--- src/rtl/pipe_hazard_ctrl_pkg.sv ---
// Shared encodings for the pipeline hazard/exception sequencer.
// Pure definitions: no latency and no backpressure of its own.
// Holds FSM states, SIIC/RTI opcodes, pc_sel codes, fixed vectors and the control bundle.
package pipe_hazard_ctrl_pkg;

    typedef enum logic [1:0] {
        ST_RUN     = 2'd0,
        ST_MEMWAIT = 2'd1,
        ST_EXC     = 2'd2,
        ST_HALT    = 2'd3
    } state_t;

    localparam logic [4:0] OP_SIIC = 5'b00010;
    localparam logic [4:0] OP_RTI  = 5'b00011;

    localparam logic [1:0] PCSEL_SEQ = 2'b00;
    localparam logic [1:0] PCSEL_BR  = 2'b01;
    localparam logic [1:0] PCSEL_EXC = 2'b10;
    localparam logic [1:0] PCSEL_EPC = 2'b11;

    localparam logic [15:0] EXC_VECTOR = 16'h0002;
    localparam logic [15:0] NOP_INSTR  = 16'h0800;

    localparam int REG_W = 3;
    localparam int CNT_W = 3;

    typedef struct packed {
        logic       stall_fetch;
        logic       stall_decode;
        logic       stall_ex;
        logic       flush_ifid;
        logic       flush_idex;
        logic [1:0] pc_sel;
        logic       halted;
    } ctrl_t;

    function automatic ctrl_t ctrl_idle();
        ctrl_t c;
        c        = '0;
        c.pc_sel = PCSEL_SEQ;
        return c;
    endfunction

    function automatic logic is_exc_op(input logic [4:0] op);
        return (op == OP_SIIC) || (op == OP_RTI);
    endfunction

endpackage

--- src/rtl/pipe_raw_detect.sv ---
// Register-match comparator for one producing pipe stage (rs/rt against its destination).
// Latency: purely combinational.
// Backpressure: none; consumers decide whether a hit stalls.
module pipe_raw_detect
    import pipe_hazard_ctrl_pkg::*;
#(
    parameter int RW = REG_W
) (
    input  logic [RW-1:0] rs,
    input  logic [RW-1:0] rt,
    input  logic          rs_vld,
    input  logic          rt_vld,
    input  logic [RW-1:0] write_sel,
    input  logic          reg_write,
    output logic          rs_hit,
    output logic          rt_hit
);

    assign rs_hit = reg_write & rs_vld & (rs == write_sel);
    assign rt_hit = reg_write & rt_vld & (rt == write_sel);

endmodule

--- src/rtl/pipe_hazard_ctrl.sv ---
// Stall/flush/redirect sequencer for IF/ID, ID/EX, EX/MEM; runs the SIIC/RTI exception sequence.
// Latency: outputs combinational from state and inputs; state/cnt/epc update on the clock edge.
// Backpressure: dmem_stall freezes the whole pipe; imem_stall holds fetch. Macro PIPE_FWD_EN.
module pipe_hazard_ctrl
    import pipe_hazard_ctrl_pkg::*;
#(
    parameter int DRAIN_CYCLES = 2,
    parameter int PC_W         = 16
) (
    input  logic             clk,
    input  logic             rst,
    input  logic [2:0]       id_rs,
    input  logic [2:0]       id_rt,
    input  logic             id_rs_vld,
    input  logic             id_rt_vld,
    input  logic [2:0]       ex_write_sel,
    input  logic             ex_reg_write,
    input  logic             ex_mem_read,
    input  logic [2:0]       mem_write_sel,
    input  logic             mem_reg_write,
    input  logic [4:0]       ex_opcode,
    input  logic [PC_W-1:0]  ex_pc_next,
    input  logic             ex_br_taken,
    input  logic             imem_stall,
    input  logic             dmem_stall,
    input  logic             wb_halt,
    output logic             stall_fetch,
    output logic             stall_decode,
    output logic             stall_ex,
    output logic             flush_ifid,
    output logic             flush_idex,
    output logic [1:0]       pc_sel,
    output logic [PC_W-1:0]  epc,
    output logic             halted
);

    state_t             state;
    logic [CNT_W-1:0]   cnt;
    ctrl_t              ctrl;
    logic               take_siic;

    logic ex_rs_hit, ex_rt_hit;
    logic ex_hit, load_use, raw_hazard;

    pipe_raw_detect #(.RW(REG_W)) u_ex_detect (
        .rs        (id_rs),
        .rt        (id_rt),
        .rs_vld    (id_rs_vld),
        .rt_vld    (id_rt_vld),
        .write_sel (ex_write_sel),
        .reg_write (ex_reg_write),
        .rs_hit    (ex_rs_hit),
        .rt_hit    (ex_rt_hit)
    );

    assign ex_hit   = ex_rs_hit | ex_rt_hit;
    assign load_use = ex_hit & ex_mem_read;

`ifdef PIPE_FWD_EN
    // Forwarding covers every ALU result; only a load's data arrives too late.
    logic unused_mem;
    assign unused_mem = ^{mem_write_sel, mem_reg_write};
    assign raw_hazard = load_use;
`else
    logic mem_rs_hit, mem_rt_hit;

    pipe_raw_detect #(.RW(REG_W)) u_mem_detect (
        .rs        (id_rs),
        .rt        (id_rt),
        .rs_vld    (id_rs_vld),
        .rt_vld    (id_rt_vld),
        .write_sel (mem_write_sel),
        .reg_write (mem_reg_write),
        .rs_hit    (mem_rs_hit),
        .rt_hit    (mem_rt_hit)
    );

    // No bypass paths: wait until the producer has left MEM. load_use is a subset of ex_hit.
    assign raw_hazard = load_use | ex_hit | mem_rs_hit | mem_rt_hit;
`endif

    // MEMWAIT behaves like RUN once dmem_stall drops, so the frozen EX instruction is serviced.
    always_comb begin
        ctrl      = ctrl_idle();
        take_siic = 1'b0;
        if (state == ST_HALT || wb_halt) begin
            ctrl.stall_fetch = 1'b1;
            ctrl.halted      = 1'b1;
        end else if (dmem_stall) begin
            ctrl.stall_fetch  = 1'b1;
            ctrl.stall_decode = 1'b1;
            ctrl.stall_ex     = 1'b1;
        end else if (state == ST_EXC) begin
            ctrl.stall_fetch = 1'b1;
        end else if (is_exc_op(ex_opcode)) begin
            ctrl.flush_ifid = 1'b1;
            ctrl.flush_idex = 1'b1;
            if (ex_opcode == OP_SIIC) begin
                ctrl.pc_sel = PCSEL_EXC;
                take_siic   = 1'b1;
            end else begin
                ctrl.pc_sel = PCSEL_EPC;
            end
        end else if (ex_br_taken) begin
            ctrl.flush_ifid = 1'b1;
            ctrl.flush_idex = 1'b1;
            ctrl.pc_sel     = PCSEL_BR;
        end else if (raw_hazard) begin
            ctrl.stall_fetch  = 1'b1;
            ctrl.stall_decode = 1'b1;
        end else if (imem_stall) begin
            ctrl.stall_fetch = 1'b1;
            ctrl.flush_ifid  = 1'b1;
        end
    end

    assign stall_fetch  = ctrl.stall_fetch;
    assign stall_decode = ctrl.stall_decode;
    assign stall_ex     = ctrl.stall_ex;
    assign flush_ifid   = ctrl.flush_ifid;
    assign flush_idex   = ctrl.flush_idex;
    assign pc_sel       = ctrl.pc_sel;
    assign halted       = ctrl.halted;

    always_ff @(posedge clk or negedge rst) begin
        if (!rst) begin
            state <= ST_RUN;
            cnt   <= '0;
            epc   <= '0;
        end else if (state == ST_HALT || wb_halt) begin
            state <= ST_HALT;
        end else if (dmem_stall) begin
            // Drain count is frozen while memory is busy; EXC is not abandoned.
            if (state != ST_EXC) begin
                state <= ST_MEMWAIT;
            end
        end else if (state == ST_EXC) begin
            if (cnt <= CNT_W'(1)) begin
                state <= ST_RUN;
                cnt   <= '0;
            end else begin
                cnt <= cnt - CNT_W'(1);
            end
        end else if (take_siic) begin
            state <= ST_EXC;
            cnt   <= CNT_W'(DRAIN_CYCLES);
            epc   <= ex_pc_next;
        end else begin
            state <= ST_RUN;
        end
    end

endmodule

--- config.mk ---
export PLATFORM = sky130hd
export DESIGN_NAME = pipe_hazard_ctrl
export DESIGN_NICKNAME = d
export VERILOG_FILES = /design/src/rtl/pipe_hazard_ctrl_pkg.sv /design/src/rtl/pipe_raw_detect.sv /design/src/rtl/pipe_hazard_ctrl.sv
export SDC_FILE = /design/constraint.sdc
export NUM_CORES = 1
export LEC_CHECK = 0
export ABC_CLOCK_PERIOD_IN_PS = 1750
export CELL_PAD_IN_SITES_DETAIL_PLACEMENT = 1
export CELL_PAD_IN_SITES_GLOBAL_PLACEMENT = 2
export CORE_MARGIN = 2
export CORE_UTILIZATION = 20
export CTS_CLUSTER_DIAMETER = 150
export CTS_CLUSTER_SIZE = 30
export DETAILED_ROUTE_END_ITERATION = 8
export PLACE_DENSITY = 0.78
export SETUP_SLACK_MARGIN = 0.2
export SLEW_MARGIN = 20
export SYNTH_ARGS = -nofsm -noshare
export SYNTH_HDL_FRONTEND = slang
export SYNTH_SLANG_ARGS = --single-unit
--- constraint.sdc ---
create_clock -name clk -period 1.75 [get_ports clk]
set_input_delay 0.175 -clock clk [delete_from_list [all_inputs] [get_ports clk]]
set_output_delay 0.175 -clock clk [all_outputs]
set_load 0.01 [all_outputs]
==> results, run 1 <==
- The top flip-flop cell by instance count after synthesis is sky130_fd_sc_hd__dfrtp_1.
- For this block, the via count after detailed routing is 1121.
- The number of max-slew violations in the final report is 0.
- The type of destination of the critical path is a flip-flop.
- The routability congestion estimate from global placement is 0.6939.
- The critical path data arrival time is 1750 ps.
- The flow ran to the end, and the final reports show no timing, DRC or antenna violations.
- Each instance of the synthesized netlist takes up on average 12.08 um^2.
- The area enclosed by the die boundary is 6615 um^2.
- The clock-pin slew of the registers on the worst-case setup and hold paths is 80 ps.
- The die boundary height is 81.34 um.
- The number of hold buffers added after CTS was 0.
- Walking the worst path, the cells encountered are clkdlybuf4s50_1 -> nor2_2 -> nand2_2 -> buf_6 -> nor3_4 -> buf_6 -> buf_16 -> mux2_4.
- The worst register-to-register path begins at state[1].
- The first-pass detailed-route iteration total is 4.
- In this run, the number of DRC markers left after iteration 0 of detailed routing was 12.
- In this run the standard cell core region covers 5851 um^2.
- The post-route DRC violation count is 0.
- On the critical path, the stage with the largest delay is an instance of sky130_fd_sc_hd__clkdlybuf4s50_1.
- The first global-routing pass estimated 5830 um of wire.
- The clock reaches the later pin of the worst-skew pair after 250 ps.
- Once detail routing completed, the nets flagged for antenna violations numbered 0.
- Measured in cells, the most critical reg-to-reg path has a length of 7.
- The cell occurring most often along the worst timing path is sky130_fd_sc_hd__buf_6.
- Relative to the synthesized area, the layout overhead comes to 84.00%.
- The clock net in this run drives a total of 21 sinks.
- Detailed placement ended at an HPWL of 2687 um.
- At the end of the flow the core is filled with cells to 0.3762.
- Of all cell types, the one taking the most synthesized area is sky130_fd_sc_hd__dfrtp_1.
- The critical path startpoint category is an input pin.
- The total wire length is 3623 um.
- The via count of the first global-routing pass is 1234.
- The die is 81.34 um wide.
- Across every metal layer, demand over resource in global routing totals 0.1137.
- The buffer levels on the longest clock path is 2.
- The type of the setup path with the least slack is in2reg.
- The total number of H-tree levels is 1.
- The number of endpoints with negative hold slack in the final report is 0.
- By instance count, the leading cell after synthesis is sky130_fd_sc_hd__dfrtp_1.
- The count of nets after finishing is 239.
- In this run the critical register-to-register path is captured at epc[15].
- Measured against its own limit, the worst slew margin works out to 0.6706.
- The I/O pin total is 68.
- The number of antenna violations at the first check in global routing is 0.
- Entering global routing, the biggest net connects 22 pins.
- The pin slew with the least headroom to its limit is 489.0 ps.
- The count of synthesis-stage warnings from yosys is 0.
- The quantity of I/O buffers inserted on ports is 66.
- The post-synthesis sequential area ratio is 0.4393.
- The initial utilization of the core area, before any placement, comes to 0.2044.
- Ranked by total cell area, the synthesized netlist is headed by sky130_fd_sc_hd__dfrtp_1, sky130_fd_sc_hd__mux2_4, sky130_fd_sc_hd__xor2_1.
- Summed over all cells, the static leakage comes to 1.008 nW.
- The total CTS buffers is 3.
- The final non-filler cell total is 267.
- CTS placed an instance of sky130_fd_sc_hd__clkbuf_8 at the clock tree root.
- The class of the tightest hold or removal check is in2async.
- The synthesized netlist cell count is 99.
- Ranked by instance count, the synthesized netlist is headed by sky130_fd_sc_hd__dfrtp_1, sky130_fd_sc_hd__xor2_1, sky130_fd_sc_hd__mux2_4.
- For this run, the slowest stage of the critical path takes 440 ps.
- The ratio of total power to cell area is 471.0 nW/um^2.
- The count of final setup violators is 0.
- The critical path contains buffers and inverters numbering 4 combined.
- Setup repair after global routing could not meet its margin everywhere.
- The fraction of layout instances using a drive strength above 1 is 0.4323.
- The total congestion overflow is 0.
- The routed wire length per instance is 13.57 um.
- The number of placement rows is 28.
- Among cell families on the critical path, the largest total delay comes from buffers and inverters.
- Counting flops and latches in the post-synthesis netlist gives 21.
- Dividing the detail-routed via count by the number of cells gives 4.199.
- The required time at the worst-slack endpoint is 1900 ps.
- The top-area cell type share of the netlist area is 0.4393.
- The number of enable-type register cells in the synthesized netlist is 0.
- The final cycle utilization of the critical path is 0.9142.
- Counting every net in the synthesized netlist gives 145.
- The worst clock skew is 1.633 ps.
- Derived from the worst setup path, the maximum achievable clock frequency is 0.6251 GHz.
- The register-to-register setup slack is 160 ps.
- The TritonCTS clock tree is yes.
- The distinct cell type count of the synthesized netlist is 29.
- The post-layout minimum cycle time is 1600 ps.
- The share of async-settable or async-resettable flops after synthesis is 1.000.
- The number of antenna diodes in the final layout is 0.
- The worst ir drop on vdd is 0.0002941 V.
- The number of placed instances, taps included, is 251.
- Across the run, the number of max-cap violations was 0.
- In this run the cell area of the synthesized design comes to 1196 um^2.
- The largest fanout on the critical path is 8.
==> flip-flops by register name, indices dropped and copies added, names as in the netlist <==
| name | count |
|---|---|
| state | 2 |
| epc | 16 |
| cnt | 3 |
==> metal layers <==
layer  part of all wire  vias to the layer above  track usage
met5                  0                        -            0
met1               0.43                      551       0.1368
li1                   -                      536            -
met4             0.0033                        0      0.02034
met3              0.049                        2      0.01778
met2               0.52                       32       0.2131
==> cell type report <==
type	instances	area (um^2)
tap	75	93.84
multi-input combinational	72	729.5
timing repair buffer	91	792.0
sequential	21	525.5
clock buffer	4	45.04
fill	660	3650
inverter	4	15.01
==> logic make-up after synthesis <==
logic type      count (synthesis)  share of synthesized area
mux                            16                     0.1820
flops                          21                     0.4393
xor+xnor                       12                    0.08787
compound gates                 13                    0.09311
buf+inv                         6                    0.03870
fa+ha+maj                       2                    0.02092
simple gates                   29                     0.1381
==> per-stage QoR <==
stage	hold WS, ps	total power, mW	setup slack, ps	instance area [um^2]	TNS [ps]
2_1_floorplan	-120.6	0.5826	34.67	1199	0
3_3_place_gp	489.6	0.7303	-566.2	2032	-8664
3_5_place_dp	496.4	0.7331	-516.1	2032	-8837
4_1_cts	268.6	1.052	139.7	2203	0
5_1_grt	282.6	1.103	64.41	2201	0
6_report	259.2	1.037	150.2	2201	0
==> worst max path at each step <==
stage                                 from         end  cells past startpoint
after floorplan               ex_opcode[4]     epc[10]                      5
after global placement    mem_write_sel[0]  flush_ifid                      7
after detailed placement          id_rt[0]  flush_ifid                      7
after CTS                         state[1]     epc[15]                      7
after global routing              state[1]      epc[4]                      7
final                              wb_halt     epc[15]                      8
==> power breakdown <==
| part | total (mW) | switching [mW] | internal (mW) |
|---|---|---|---|
| registers | 0.506 | 0.00896 | 0.497 |
| clock network | 0.318 | 0.156 | 0.162 |
| logic | 0.212 | 0.0917 | 0.121 |
==> worst register-to-register path: stages (launching register included) <==
cell                      delay, ps
sky130_fd_sc_hd__dfrtp_1        390
sky130_fd_sc_hd__nor2_2         130
sky130_fd_sc_hd__nand2_2        110
sky130_fd_sc_hd__buf_6          140
sky130_fd_sc_hd__nor3_4         150
sky130_fd_sc_hd__buf_6          150
sky130_fd_sc_hd__buf_16         130
sky130_fd_sc_hd__mux2_4         300
==> timing repair <==
action / in CTS / in global routing
setup endpoints to repair: 27 / 25
gates resized for setup: 89 / 25
pin swaps: 21 / 12
setup buffers: 8 / 3
cloned: 1 / 0
==> placed cells by master (no fill, tap or decap), types with 2 or more instances in the layout <==
cell | Yosys | final
sky130_fd_sc_hd__clkdlybuf4s50_1 | 0 | 38
sky130_fd_sc_hd__clkdlybuf4s15_1 | 0 | 2
sky130_fd_sc_hd__or4b_4 | 1 | 2
sky130_fd_sc_hd__xor2_2 | 0 | 4
sky130_fd_sc_hd__nor2_2 | 0 | 2
sky130_fd_sc_hd__nand2_1 | 6 | 5
sky130_fd_sc_hd__buf_6 | 1 | 7
sky130_fd_sc_hd__buf_4 | 0 | 16
sky130_fd_sc_hd__nor2b_1 | 3 | 2
sky130_fd_sc_hd__dlygate4sd2_1 | 0 | 4
sky130_fd_sc_hd__clkbuf_8 | 0 | 3
sky130_fd_sc_hd__dfrtp_1 | 21 | 21
sky130_fd_sc_hd__nor4_1 | 5 | 3
sky130_fd_sc_hd__ha_1 | 2 | 2
sky130_fd_sc_hd__nand2b_1 | 2 | 2
sky130_fd_sc_hd__clkbuf_2 | 0 | 9
sky130_fd_sc_hd__buf_2 | 0 | 13
sky130_fd_sc_hd__mux2_4 | 10 | 16
sky130_fd_sc_hd__nor4_2 | 0 | 2
sky130_fd_sc_hd__inv_1 | 4 | 4
sky130_fd_sc_hd__nor2_1 | 8 | 5
sky130_fd_sc_hd__xor2_1 | 12 | 8
No activity file was read; power rests on OpenSTA's default activity.
==> run 2, diff against run 1 <==
--- a/config.mk
+++ b/config.mk
@@ -8,7 +8,6 @@
 export ABC_CLOCK_PERIOD_IN_PS = 1750
 export CELL_PAD_IN_SITES_DETAIL_PLACEMENT = 1
 export CELL_PAD_IN_SITES_GLOBAL_PLACEMENT = 2
-export CORE_MARGIN = 2
 export CORE_UTILIZATION = 20
 export CTS_CLUSTER_DIAMETER = 150
 export CTS_CLUSTER_SIZE = 30
==> run 2 against run 1 <==
  * Global-route usage grew 0.44 points
  * Flip-flop and latch count did not move
  * Sequential share of layout area up 0.46 points
  * Highest routed layer unchanged
==> results, run 2 (synthesis gave the netlist of run 1 again) <==
- The violation count after the first detailed-routing iteration was 4 (was 12).
- The startpoint of the most critical register-to-register path is state[1] (unchanged).
- Highest-count cells in the layout ignoring fill and taps: sky130_fd_sc_hd__clkdlybuf4s50_1, sky130_fd_sc_hd__dfrtp_1, sky130_fd_sc_hd__mux2_4 (was sky130_fd_sc_hd__clkdlybuf4s50_1, sky130_fd_sc_hd__dfrtp_1, sky130_fd_sc_hd__mux2_4, sky130_fd_sc_hd__buf_4, sky130_fd_sc_hd__buf_2).
- The total congestion overflow was 0 (unchanged).
- The required time at the worst-slack endpoint is 1890 ps (was 1900 ps).
- The maximum number of pins on one net before global-route repair is 22 (unchanged).
- The worst slack on hold paths came to 261.7 ps (was 259.2 ps).
- The via count of the first global-routing pass is 1256 (was 1234).
- The total wire length is 3780 um (was 3623 um).
- The area enclosed by the die boundary was 6294 um^2 (was 6615 um^2).
- Run status: finished, final reports clean (unchanged).
- The max capacitance violation total came to 0 (unchanged).
- The area overhead of the layout relative to synthesis came to 80.54% (was 84.00%).
- The number of flip-flops under the largest register name is 16 (unchanged).
- The worst slew slack as a fraction of its limit came to 0.6671 (was 0.6706).
- The ratio of total power to cell area was 475.1 nW/um^2 (was 471.0 nW/um^2).
- The TritonCTS clock tree is yes (unchanged).
- The routed wire length per instance is 14.48 um (was 13.57 um).
- The first-pass detailed-route iteration total was 2 (was 4).
- The area inside the core boundary is 5642 um^2 (was 5851 um^2).
- The overall power consumption is 1.026 mW (was 1.037 mW).
- Setup repair after global routing missed its margin: yes (unchanged).
- The number of inserted diodes is 0 (unchanged).
- The I/O pin total was 68 (unchanged).
- The final non-filler cell total came to 261 (was 267).
- The total track usage is 0.1181 (was 0.1137).
- The number of vias per cell after detailed routing is 4.272 (was 4.199).
- The critical path startpoint category is a flip-flop (was input pin).
- The total CTS buffers came to 3 (unchanged).
- The fraction of layout instances using a drive strength above 1 is 0.4127 (was 0.4323).
- The die boundary height is 79.34 um (was 81.34 um).
- The buffer levels on the longest clock path came to 2 (unchanged).
- The total of hold buffers inserted after clock tree synthesis is 0 (unchanged).
- The global-route wire length before repair is 5747 um (was 5830 um).
- The setup slack after placement is -616.5 ps (was -516.1 ps).
- The count of clock tree sinks is 21 (unchanged).
- The total number of vias is 1115 (was 1121).
- The source of the critical timing path is state[1] (was wb_halt).
- The most frequent standard cell in the layout excluding fill and tap cells is sky130_fd_sc_hd__clkdlybuf4s50_1 (unchanged).
- The final cycle utilization of the critical path is 0.9293 (was 0.9142).
- The die boundary width is 79.34 um (was 81.34 um).
- The clock tree root driver cell is sky130_fd_sc_hd__clkbuf_8 (unchanged).
- The total number of H-tree levels was 1 (unchanged).
- Registers with the highest flip-flop counts: epc (16), cnt (3), state (2) (unchanged).
- The maximum operating frequency is 0.6149 GHz (was 0.6251 GHz).
- The number of placement rows is 27 (was 28).
- The number of max-slew violations in the final report is 0 (unchanged).
- The class of the tightest hold or removal check is in2async (unchanged).
- The routability congestion estimate from global placement is 0.7658 (was 0.6939).
- The critical path data arrival time came to 1770 ps (was 1750 ps).
- The clock-pin slew of the registers on the worst-case setup and hold paths is 70 ps (was 80 ps).
- The total leakage power came to 1.008 nW (about the same).
- The detailed placement HPWL is 2880 um (was 2687 um).
- The count of nets after finishing is 236 (was 239).
- The instance count after placement with tap cells included was 248 (was 251).
- The type of the setup path with the least slack is reg2reg (was in2reg).
- The quantity of I/O buffers inserted on ports came to 66 (unchanged).
- The largest fanout on the critical path is 8 (unchanged).
- The post-layout minimum cycle time was 1626 ps (was 1600 ps).
- The final-layout fill cell count is 653 (was 660).
- The largest register by flop count is epc (unchanged).
- The number of antenna violations at the first check in global routing is 0 (unchanged).
- The effective utilization at floorplan is 0.2120 (was 0.2044).
- The number of endpoints with negative hold slack in the final report is 0 (unchanged).
- The pin slew with the least headroom to its limit is 494.2 ps (was 489.0 ps).
- The post-route DRC violation count is 0 (unchanged).
- The count of final setup violators was 0 (unchanged).
- The worst clock skew is 4.848 ps (was 1.633 ps).
- The worst ir drop on vdd came to 0.0004797 V (was 0.0002941 V).
- The type of destination of the critical path is a flip-flop (unchanged).
- The clock latency on the worst-skew pair is 260 ps (was 250 ps).
- The post-layout worst setup margin came to 123.7 ps (was 150.2 ps).
- The count of nets left with antenna violations after detail routing was 0 (unchanged).
[run 2: worst paths after layout]
check	end	cells after the start	slack [ps]
setup / recovery	epc[8]	7	120
setup reg to reg	epc[8]	7	120
hold reg to reg	epc[0]	1	510
max in group asynchronous	epc[5]	2	1280
hold / removal	cnt[1]	2	260
min in group clk	state[1]	4	390
[run 2: power breakdown]
group / total [mW] / switching (mW) / internal [mW]
registers: 0.507 / 0.00934 / 0.497
clock network: 0.308 / 0.150 / 0.158
logic: 0.211 / 0.0918 / 0.119
total: 1.03 / 0.251 / 0.775
[run 2: critical path: stages, from the launching register on]
cell	delay, ps
sky130_fd_sc_hd__dfrtp_1	410
sky130_fd_sc_hd__nor2_2	130
sky130_fd_sc_hd__nand2_2	120
sky130_fd_sc_hd__buf_6	140
sky130_fd_sc_hd__nor3_4	150
sky130_fd_sc_hd__buf_6	150
sky130_fd_sc_hd__buf_16	130
sky130_fd_sc_hd__mux2_4	290
[run 2: layout make-up]
type,instances,area [um^2],share of cell area
clock buffers,3,41.29,0.01912
clock inverters,1,5.005,0.002317
inverters,4,15.01,0.006952
multi-input cells,72,713.2,0.3302
flip-flops and latches,21,525.5,0.2433
well taps,72,90.09,0.04171
repair buffers,88,769.5,0.3563
[run 2: repair_timing]
item                                   4_1_cts  5_1_grt
buffers inserted                             6        2
pin swaps                                   17        9
endpoints found under the hold margin        0        0
setup endpoints to repair                   27       24
resized for setup                           76       32
gates cloned                                 1        0
[run 2: routing by layer]
layer | part of all wire | track usage | vias to the layer above
li1 | - | - | 529
met1 | 0.40 | 0.1347 | 536
met2 | 0.54 | 0.2250 | 47
met3 | 0.054 | 0.01724 | 3
met4 | 0.0074 | 0.03273 | 0
met5 | 0 | 0 | -
[run 2: metrics by stage]
| stage | utilization | instance area (um^2) | setup TNS [ps] |
|---|---|---|---|
| 6_report | 0.3828 | 2160 | 0 |
| 5_1_grt | 0.3828 | 2160 | 0 |
| 4_1_cts | 0.3772 | 2128 | 0 |
| 3_5_place_dp | 0.3595 | 2028 | -9306 |
| 3_3_place_gp | 0.3595 | 2028 | -8474 |
| 2_1_floorplan | - | 1199 | 0 |
